$ cat config.mk
export PLATFORM = sky130hd
export DESIGN_NAME = pipeline_stall_ctrl
export DESIGN_NICKNAME = d
export VERILOG_FILES = /design/src/rtl/pipeline_stall_ctrl_pkg.sv /design/src/rtl/pipeline_stall_ctrl_sat_counter.sv /design/src/rtl/pipeline_stall_ctrl.sv
export SDC_FILE = /design/constraint.sdc
export NUM_CORES = 1
export LEC_CHECK = 0
export BUFFER_PORTS_ARGS = -buffer_cell sky130_fd_sc_hd__buf_2
export CORE_ASPECT_RATIO = 2
export CORE_MARGIN = 8
export CORE_UTILIZATION = 54
export CTS_CLUSTER_SIZE = 40
export DETAILED_ROUTE_END_ITERATION = 8
export PLACE_DENSITY = 0.79
export SETUP_SLACK_MARGIN = 0.4
export SLEW_MARGIN = 20
export SYNTH_ARGS = -nofsm -noshare
export SYNTH_HDL_FRONTEND = slang
export SYNTH_SLANG_ARGS = --single-unit
$ cat constraint.sdc
create_clock -name clk -period 2.25 [get_ports clk]
set_input_delay 0.45 -clock clk [delete_from_list [all_inputs] [get_ports clk]]
set_output_delay 0.45 -clock clk [all_outputs]
set_load 0.03 [all_outputs]
$ cat src/rtl/pipeline_stall_ctrl_pkg.sv
// Shared definitions for the pipeline stall/flush sequencer:
// FSM state encoding, default parameter values and small helpers.
package pipeline_stall_ctrl_pkg;

    typedef enum logic [1:0] {
        ST_IDLE     = 2'd0,
        ST_MEM_WAIT = 2'd1,
        ST_MEM_DONE = 2'd2
    } state_e;

    localparam int DEFAULT_WAIT_CYCLES = 4;
    localparam int DEFAULT_CNT_W       = 16;

    // A MEM-stage instruction needs the SRAM when it is a load or a store.
    function automatic logic is_mem_req(input logic r_en, input logic w_en);
        return r_en | w_en;
    endfunction

endpackage

$ cat src/rtl/pipeline_stall_ctrl_sat_counter.sv
// Saturating event counter with synchronous clear. Holds at all-ones
// instead of wrapping so a long-running readout never looks small.
module sat_counter #(
    parameter int W = 16
) (
    input  logic         clk,
    input  logic         clr,
    input  logic         inc,
    output logic [W-1:0] value
);

    localparam logic [W-1:0] MAX_VAL = {W{1'b1}};

    logic [W-1:0] value_r;

    // Count qualifying cycles, stop at the maximum, clear wins over increment.
    always_ff @(posedge clk) begin
        if (clr) begin
            value_r <= {W{1'b0}};
        end else if (inc && (value_r != MAX_VAL)) begin
            value_r <= value_r + W'(1);
        end else begin
            value_r <= value_r;
        end
    end

    assign value = value_r;

endmodule

$ cat src/rtl/pipeline_stall_ctrl.sv
// Central stall/flush sequencer for the 5-stage pipeline. Merges the RAW
// hazard flag, the EXE branch-taken flag and MEM-stage SRAM requests into
// per-stage freeze/flush controls, runs the SRAM wait-state FSM and keeps
// saturating stall/flush counters for debug readout.
module pipeline_stall_ctrl
    import pipeline_stall_ctrl_pkg::*;
#(
    parameter int WAIT_CYCLES = DEFAULT_WAIT_CYCLES,
    parameter int CNT_W       = DEFAULT_CNT_W
) (
    input  logic             clk,
    input  logic             rst,
    input  logic             hazard,
    input  logic             branch_taken,
    input  logic             mem_r_en,
    input  logic             mem_w_en,
    output logic             sram_start,
    output logic             freeze_if,
    output logic             freeze_id,
    output logic             flush_if,
    output logic             bubble_exe,
    output logic             freeze_all,
    output logic             mem_done,
    output logic [CNT_W-1:0] stall_cycles,
    output logic [CNT_W-1:0] flush_events
);

    // Wait counter only needs to reach WAIT_CYCLES-1.
    localparam int                WCNT_W    = $clog2(WAIT_CYCLES + 1);
    localparam logic [WCNT_W-1:0] WCNT_LAST = WCNT_W'(WAIT_CYCLES - 1);

    state_e            state_r;
    state_e            state_nxt_s;
    logic [WCNT_W-1:0] wait_cnt_r;
    logic [WCNT_W-1:0] wait_cnt_nxt_s;

    logic mem_req_s;
    logic sram_start_s;
    logic freeze_all_s;
    logic mem_done_s;
    logic freeze_if_s;
    logic freeze_id_s;
    logic flush_if_s;
    logic bubble_exe_s;
    logic stall_inc_s;
    logic flush_inc_s;

    assign mem_req_s = is_mem_req(mem_r_en, mem_w_en);

    // FSM state and wait-counter registers; reset abandons any access.
    always_ff @(posedge clk) begin
        if (rst) begin
            state_r    <= ST_IDLE;
            wait_cnt_r <= {WCNT_W{1'b0}};
        end else begin
            state_r    <= state_nxt_s;
            wait_cnt_r <= wait_cnt_nxt_s;
        end
    end

    // Next-state logic and memory-side outputs; everything held low in reset.
    always_comb begin
        state_nxt_s    = state_r;
        wait_cnt_nxt_s = wait_cnt_r;
        sram_start_s   = 1'b0;
        freeze_all_s   = 1'b0;
        mem_done_s     = 1'b0;
        if (rst) begin
            state_nxt_s    = ST_IDLE;
            wait_cnt_nxt_s = {WCNT_W{1'b0}};
        end else begin
            case (state_r)
                ST_IDLE: begin
                    if (mem_req_s) begin
                        // Launch cycle already counts as the first frozen cycle.
                        sram_start_s   = 1'b1;
                        freeze_all_s   = 1'b1;
                        state_nxt_s    = ST_MEM_WAIT;
                        wait_cnt_nxt_s = WCNT_W'(1);
                    end else begin
                        state_nxt_s    = ST_IDLE;
                        wait_cnt_nxt_s = {WCNT_W{1'b0}};
                    end
                end
                ST_MEM_WAIT: begin
                    freeze_all_s = 1'b1;
                    if (wait_cnt_r == WCNT_LAST) begin
                        state_nxt_s    = ST_MEM_DONE;
                        wait_cnt_nxt_s = {WCNT_W{1'b0}};
                    end else begin
                        state_nxt_s    = ST_MEM_WAIT;
                        wait_cnt_nxt_s = wait_cnt_r + WCNT_W'(1);
                    end
                end
                ST_MEM_DONE: begin
                    // Same instruction still sits in MEM, so its request is ignored.
                    mem_done_s     = 1'b1;
                    state_nxt_s    = ST_IDLE;
                    wait_cnt_nxt_s = {WCNT_W{1'b0}};
                end
                default: begin
                    state_nxt_s    = ST_IDLE;
                    wait_cnt_nxt_s = {WCNT_W{1'b0}};
                end
            endcase
        end
    end

    // Branch/hazard priority; suppressed while the whole pipeline is frozen.
    always_comb begin
        freeze_if_s  = 1'b0;
        freeze_id_s  = 1'b0;
        flush_if_s   = 1'b0;
        bubble_exe_s = 1'b0;
        if (rst || freeze_all_s) begin
            freeze_if_s  = 1'b0;
            freeze_id_s  = 1'b0;
            flush_if_s   = 1'b0;
            bubble_exe_s = 1'b0;
        end else if (branch_taken) begin
            // Hazarding instruction is squashed, so the hazard is moot.
            flush_if_s   = 1'b1;
            bubble_exe_s = 1'b1;
        end else if (hazard) begin
            freeze_if_s  = 1'b1;
            bubble_exe_s = 1'b1;
        end else begin
            freeze_if_s  = 1'b0;
            bubble_exe_s = 1'b0;
        end
    end

    assign stall_inc_s = freeze_if_s | freeze_all_s;
    assign flush_inc_s = flush_if_s;

    sat_counter #(
        .W (CNT_W)
    ) u_stall_cnt (
        .clk   (clk),
        .clr   (rst),
        .inc   (stall_inc_s),
        .value (stall_cycles)
    );

    sat_counter #(
        .W (CNT_W)
    ) u_flush_cnt (
        .clk   (clk),
        .clr   (rst),
        .inc   (flush_inc_s),
        .value (flush_events)
    );

    assign sram_start = sram_start_s;
    assign freeze_all = freeze_all_s;
    assign mem_done   = mem_done_s;
    assign freeze_if  = freeze_if_s;
    assign freeze_id  = freeze_id_s;
    assign flush_if   = flush_if_s;
    assign bubble_exe = bubble_exe_s;

endmodule

# Yosys cells after proc, flatten, opt, wreduce, memory -nomap -nowiden
# Cells that the tools add are included.
[word_totals]
register_bits = 37
inputBits = 6
out_inout_bits = 39
elab_cells = 38
[op_classes]
addsub = 3
eq_ne = 5
mux = 20
bitwise = 2
reduce_logical = 4
[ops]
columns = ["operator", "count"]
rows = [
  ["adder 16 x 1 -> 16 bit (second input constant)", 2],
  ["!= test 16 bit (second input constant)", 2],
  ["two-way mux 1 bit", 15],
  ["case mux 3 bit (2 select lines)", 1],
  ["case mux 2 bit (2 select lines)", 1],
  ["adder 3 x 1 -> 3 bit (second input constant)", 1],
  ["equality test 3 x 2 -> 1 bit (second input constant)", 1],
  ["two-way mux 3 bit", 1],
  ["equality test 2 x 1 -> 1 bit (second input constant)", 1],
  ["equality test 2 bit (second input constant)", 1],
  ["logical AND 1 bit", 2],
  ["logical NOT 2 bit", 1],
  ["two-way mux 2 bit", 1],
  ["OR 1 bit", 2],
  ["case mux 1 bit (2 select lines)", 1],
  ["logical OR 1 bit", 1],
]

# Logic depth before layout (Yosys ltp)
# Gate-level depths: netlist (run 1).
[depth]
word_depth = 8
depth_mapped = 9
ltp_nobuf = 5

# Cells and area by module
# Synthesis (run 1) repeated with hierarchy kept, for this count alone.
[hier_totals]
hier_cells = 231
hier_area_um2 = 2001.9
[by_module_without_submodules]
columns = ["module", "n_inst", "cells_each", "area_each_um2", "seq_area_each_um2"]
rows = [
  ["sat_counter", 2, 99, 848.3, 320.3],
  ["pipeline_stall_ctrl", 1, 33, 305.3, 100.1],
]

# Worst setup path before layout (run 1)
# No wires, ideal clock.
[synth_timing]
path_type = "register -> output"
start = "register state_r[0]"
end = "output freeze_if"
arrival_ns = 1.813
t_required_ns = 1.800
setup_slack_ns = -0.013
path_stages_with_launch = 5
path_buffers = 1
cell_sequence = "dfxtp_1 > buf_2 > nor3_2 > nor2_1 > nor4b_1"
[synth_via]
elab_chain_cells = 5
word_cells_on_any_way = 6
classes_between = "eq/ne (1); mux (3); reduce/logical (2)"
[synth_lines]
columns = ["item", "line_no", "source"]
rows = [
  ["from (decl)", "pipeline_stall_ctrl.sv:32", "state_e state_r;"],
  ["from (signal assigned)", "pipeline_stall_ctrl.sv:56", "state_r <= state_nxt_s;"],
  ["equality test 2 x 1 -> 1 bit / logical NOT 2 bit (equally long branches)", "pipeline_stall_ctrl.sv:72", "case (state_r)"],
  ["case mux 1 bit (2 select lines) (*)", "pipeline_stall_ctrl.sv:72", ""],
  ["two-way mux 1 bit (*)", "pipeline_stall_ctrl.sv:68", "if (rst) begin"],
  ["logical OR 1 bit (*)", "pipeline_stall_ctrl.sv:115", "if (rst || freeze_all_s) begin"],
  ["two-way mux 1 bit (*)", "pipeline_stall_ctrl.sv:115", ""],
  ["to (decl)", "pipeline_stall_ctrl.sv:18", "output logic freeze_if,"],
]
# Every way passes the cells marked *; elsewhere a longest branch is shown, timed or not.

# Final worst setup path (run 1)
[layout_timing]
start = "register u_stall_cnt.value_r[0] (netlist: u_stall_cnt.value[0])"
end = "register u_stall_cnt.value_r[13] (netlist: u_stall_cnt.value[13])"
[layout_via]
elab_chain_cells = 2
word_cells_on_any_way = 3
classes_between = "add/sub (1); eq/ne (1); reduce/logical (1)"
[layout_lines]
columns = ["item", "line_no", "source"]
rows = [
  ["from (decl)", "pipeline_stall_ctrl_sat_counter.sv:14", "logic [W-1:0] value_r;"],
  ["from (signal assigned)", "pipeline_stall_ctrl_sat_counter.sv:19", "value_r <= {W{1'b0}};"],
  ["from (signal assigned)", "pipeline_stall_ctrl_sat_counter.sv:21", "value_r <= value_r + W'(1);"],
  ["from (signal assigned)", "pipeline_stall_ctrl_sat_counter.sv:23", "value_r <= value_r;"],
  ["branches (longest 2 deep; another with adder 16 x 1 -> 16 bit)", "--", ""],
]
# Several ways; the timed one is not identified.
# A chain may end at the register's enable or synchronous reset.

==> results.cfg, run 1 <==
[critical_path]
critPathArrivalTime_ns = 1.99
crit_fanout = 14
cp-start-kind = flop
crit_type = flop to flop
end_kind = flop
cp.required_ns = 2.43

[floorplan]
start_util_pct = 56.7
design.core.area_um2 = 3610
num_rows = 31
io_pins = 45
die_w_um = 59.5
die_area_um2 = 6130
dieHeight_um = 103

[grt]
overflow = 0
grt_pass1_vias = 2011
grt.total_usage_pct = 17.6
grt_max_degree = 30
antenna_found_initial = 0
grt_pass1_wl_mm = 8.68

[final_layout]
final_cell_mix = buf_2, dfxtp_1, buf_4
drive_gt1_share_pct = 37.1
fin_nets = 291
n_antenna_cell = 0
n_fill_cell = 288
final_cells = 332
area_growth_pct = 27.7
final_common_cell = buf_2

[drt]
wl_per_cell_um = 15.9
drt-initial-drc-count = 49
routed_via_density = 6.24
met1_length_mm = 2.04
dr_wl_met3_um = 186
top_layer = met4
first_pass_iters = 4
drc_errors = 0
totalWireLength_mm = 5.29
wl_met2_mm = 2.90
ant_nets = 0
num_vias = 2071

[synth]
ys_seq_area_share_pct = 36.2
avgSynthCellArea_um2 = 8.74
synthCells = 234
synth_seq_cells = 37
synth_warnings = 0
synth-main-ff-cell = dfxtp_1
yosysUniqueCellTypes = 47
async_flop_share_pct = 0
netlist_area_um2 = 2040
synth_edf_count = 0
synth_fp_nets = 243

[timing]
finalSetupTns_ns = 0
finClkSkew_ns = 0.00608
period_share_pct = 80.3
hold_viol = 0
fin_crit_ns = 1.81
rsz0062_at_grt = true
setup_viol = 0
timing.fmax_ghz = 0.554
drv_slew = 0

[clock_network]
clk_latency_ns = 0.29
cts_root_buf = clkbuf_8
clk_path_buf_depth = 2
clock-sinks = 37
clk_pin_slew_worst_paths_ns = 0.08
cts_made_buffers = 5
htreeDepth = 2
cts_tree = done

[pwr]
ir_drop_mv = 0.510
power.density_nw_per_um2 = 520
power_leakage_uw = 0.00106

[status]
status = finished clean

[flow_run]
maxCapViolCount = 0

[place]
dp_hpwl_mm = 3.73
gp_congestion = 0.844
io_buffers = 43
place_inst = 320

[worst_hold_path]
hp-class = flop to flop
state kept, by name, indices dropped and copies added, names as in the netlist:
signal,cells
wait_cnt_r,3
u_flush_cnt.value,16
state_r,2
u_stall_cnt.value,16
what timing repair did:
action                     4_1_cts  5_1_grt
hold buffers                     0        0
setup buffers                    2        2
resized for setup                8       14
setup endpoints to repair       20       14
pin swaps                        4        4
where the power goes:
part | switching [µW] | internal, µW
combinational | 74.6 | 38.5
clock | 246 | 326
sequential | 12.4 | 659
synthesized netlist by cell type (4+ instances only):
cell | instances | area (µm²)
nor2_1 | 17 | 63.8
inv_1 | 7 | 26.3
mux2_1 | 9 | 101
nor2b_1 | 12 | 75.1
or4_1 | 10 | 75.1
a21oi_1 | 11 | 55.1
nand4_1 | 9 | 56.3
nand3_1 | 13 | 65.1
clkbuf_1 | 7 | 26.3
dfxtp_1 | 37 | 741
and3_1 | 7 | 43.8
nor4_1 | 11 | 68.8
o311ai_1 | 9 | 78.8
buf_2 | 7 | 35.0
o21ai_1 | 4 | 20.0
o41ai_1 | 7 | 61.3
o31ai_1 | 7 | 52.6
nor3_1 | 5 | 25.0
nand2_1 | 10 | 37.5
per-layer routing:
metal  up-vias  GRT usage [%]
met3        14           3.25
li1       1001              -
met1      1008           16.8
met2        48           33.4
met4         0           9.07
met5         -              0
cells by family after synthesis:
family	Yosys count	synth area share [%]
other cells	1	0.183
simple gates	112	33.8
compound gates	46	16.5
fa+ha+maj	3	1.84
flops	37	36.2
buf+inv	25	5.94
mux	10	5.51
critical path, cell delays in order, from the launching register on:
cell      delay, ns
dfxtp_4        0.38
ha_4           0.17
and4_1         0.23
and4bb_4       0.27
nor4_2         0.31
mux2_1         0.34
final cells by class:
type                       instances  area, µm²  area share [%]
multi-input combinational        172       1310            50.0
sequential                        37        771            29.5
timing repair buffer              59        338            12.9
clock buffer                       5       68.8            2.64
tap                               49       61.3            2.35
clock inverter                     3       41.3            1.58
inverter                           7       26.3            1.01
worst paths after layout:
kind	startpoint	endpoint	slack [ns]	cells after the start
min	u_flush_cnt.value[3]	u_flush_cnt.value[3]	0.49	1
min reg2reg	u_flush_cnt.value[3]	u_flush_cnt.value[3]	0.49	1
max	u_stall_cnt.value[0]	u_stall_cnt.value[13]	0.44	5
max reg2reg	u_stall_cnt.value[0]	u_stall_cnt.value[13]	0.44	5
through the flow:
| step | worst slack [ns] | area [µm²] | total power, µW | util [%] | hold WS, ns |
|---|---|---|---|---|---|
| 4_1_cts | 0.406 | 2540 | 1370 | 70.4 | 0.492 |
| 6_report | 0.444 | 2610 | 1360 | 72.4 | 0.491 |
| 3_3_place_gp | 0.187 | 2380 | 792 | 66.1 | 0.472 |
| 2_1_floorplan | 0.361 | 2130 | 764 | - | 0.491 |
| 3_5_place_dp | 0.172 | 2380 | 794 | 66.1 | 0.482 |
| 5_1_grt | 0.390 | 2610 | 1400 | 72.4 | 0.522 |
(Power assumes the default switching activity.)
==> inputs of run 2 (changes only) <==
- ABC_AREA: default -> 1
- CORE_UTILIZATION: 54 -> 55
- PLACE_DENSITY: 0.79 -> 0.8
- clock period: 2.25 -> 1.9 ns (I/O delays scaled with it)
==> results.cfg, run 2 <==
[clock_network]
htreeDepth = 2
cts_root_buf = clkbuf_8
clock-sinks = 37
cts_made_buffers = 5
cts_tree = done
clk_path_buf_depth = 2
clk_latency_ns = 0.29
clk_pin_slew_worst_paths_ns = 0.07
cts_hold_buf = 0

[synth]
synth_warnings = 0
synth-main-ff-cell = dfxtp_1
synth_top_area_cell = dfxtp_1
ys_seq_area_share_pct = 33.7
synth_seq_cells = 37
ys_top_cells_by_count = nand2_1, nor2_1, dfxtp_1
synth_top_cell_area_share_pct = 33.7
synth.area.top_cells = dfxtp_1, nand2_1, nor2_1
synth_fp_nets = 352
avgSynthCellArea_um2 = 6.42
synth_edf_count = 0
netlist_area_um2 = 2200
async_flop_share_pct = 0
yosysUniqueCellTypes = 27
synthCells = 343
yosysMostFrequentCell = nand2_1

[floorplan]
die_w_um = 60.7
num_rows = 32
start_util_pct = 57.3
design.core.area_um2 = 3840
dieHeight_um = 105
io_pins = 45
die_area_um2 = 6400

[status]
status = finished clean

[final_layout]
multi_input_area_um2 = 1430
final_common_cell = nand2_1
seq_area_um2 = 777
drive_gt1_share_pct = 31.3
area_growth_pct = 30.2
n_fill_cell = 324
fin_nets = 411
final_cell_mix = nand2_1, nor2_1, buf_2
n_antenna_cell = 0

[drt]
ant_nets = 0
num_vias = 2389
first_pass_iters = 4
wl_per_cell_um = 13.2
drc_errors = 0
routed_via_density = 5.26
totalWireLength_mm = 5.98
drt-initial-drc-count = 111

[timing]
hold_ws_ns = 0.407
rsz0062_at_grt = true
timing.fmax_ghz = 0.619
finClkSkew_ns = 0.00622
finalSetupTns_ns = 0
period_share_pct = 85.0
fin_crit_ns = 1.62
hold_viol = 0
setup_viol = 0
setup_ws_ns = 0.284
drv_slew = 0

[place]
dp_hpwl_mm = 4.38
pre_cts_slack_ns = 0.168
io_buffers = 43
gp_congestion = 0.885

[pwr]
power.density_nw_per_um2 = 538
power_leakage_uw = 0.00119
ir_drop_mv = 0.633

[critical_path]
cp-start-kind = input port
end_kind = output port
critPathArrivalTime_ns = 1.24
crit_fanout = 4
crit_type = input port to output port
rrSetupSlack_ns = 0.39
cp.required_ns = 1.52

[grt]
grt_pass1_wl_mm = 10.0
overflow = 0
grt.total_usage_pct = 19.6
grt_pass1_vias = 2369
grt_max_degree = 21
antenna_found_initial = 0

[worst_hold_path]
hp-class = input port to flop

[flow_run]
maxCapViolCount = 0
## run 2: final timing paths
check           startpoint                    end  cells past startpoint
max               mem_w_en               flush_if                      7
min                    rst   u_stall_cnt.value[2]                      2
max reg2reg     state_r[0]  u_stall_cnt.value[10]                      9
min reg2reg  wait_cnt_r[2]          wait_cnt_r[2]                      2
## run 2: power breakdown
| part | total (µW) | leakage (µW) | switching, µW | internal [µW] |
|---|---|---|---|---|
| combinational | 172 | 0.000828 | 111 | 61.1 |
| clock | 574 | 0.0000486 | 286 | 288 |
| sequential | 797 | 0.000310 | 12.1 | 785 |
## run 2: layer usage
metal	track usage (%)	share of wire (%)	vias to the layer above
met3	3.41	5.1	13
met5	0	0	-
met1	19.4	37	1092
li1	-	-	1204
met2	36.1	56	80
met4	9.75	1.9	0
## run 2: layout make-up
class / count / area share [%]
Multi-Input combinational cell: 268 / 49.8
Sequential cell: 37 / 27.1
Timing Repair Buffer: 61 / 13.7
Inverter: 29 / 3.93
Clock buffer: 6 / 2.88
Tap cell: 51 / 2.23
Clock inverter: 2 / 0.306
## run 2: what timing repair did
action / CTS / global route
cloned: 0 / 0
resized for setup: 19 / 22
setup endpoints to repair: 35 / 37
pin swaps: 6 / 7
setup buffers: 8 / 7
## run 2: cells by family (layout without fill, tap and decap cells)
group | Yosys count | in the layout | synth area share [%]
other | 1 | 1 | 0.170
AOI/OAI and AO/OA | 40 | 40 | 9.27
and+or+nand+nor | 212 | 212 | 42.9
buffers and inverters | 38 | 98 | 7.56
xor gates and xnor gates | 12 | 12 | 4.78
DFF | 37 | 37 | 33.7
adders and majority gates | 3 | 3 | 1.71
## run 2: critical path, stage by stage
cell        delay [ns]
buf_2             0.10
nor2_1            0.19
nand2_2           0.10
nand2_4           0.12
nand3_4           0.11
clkinvlp_4        0.11
buf_6             0.12
## run 2: stage by stage
step / instances / util (%) / area [µm²] / total power (µW)
after detailed placement: 431 / 65.3 / 2510 / 953
final: 454 / 74.5 / 2870 / 1540
after CTS: 447 / 71.3 / 2740 / 1550
after global placement: 431 / 65.3 / 2510 / 949
after global routing: 454 / 74.5 / 2870 / 1600
after floorplan: 343 / - / 2260 / 916
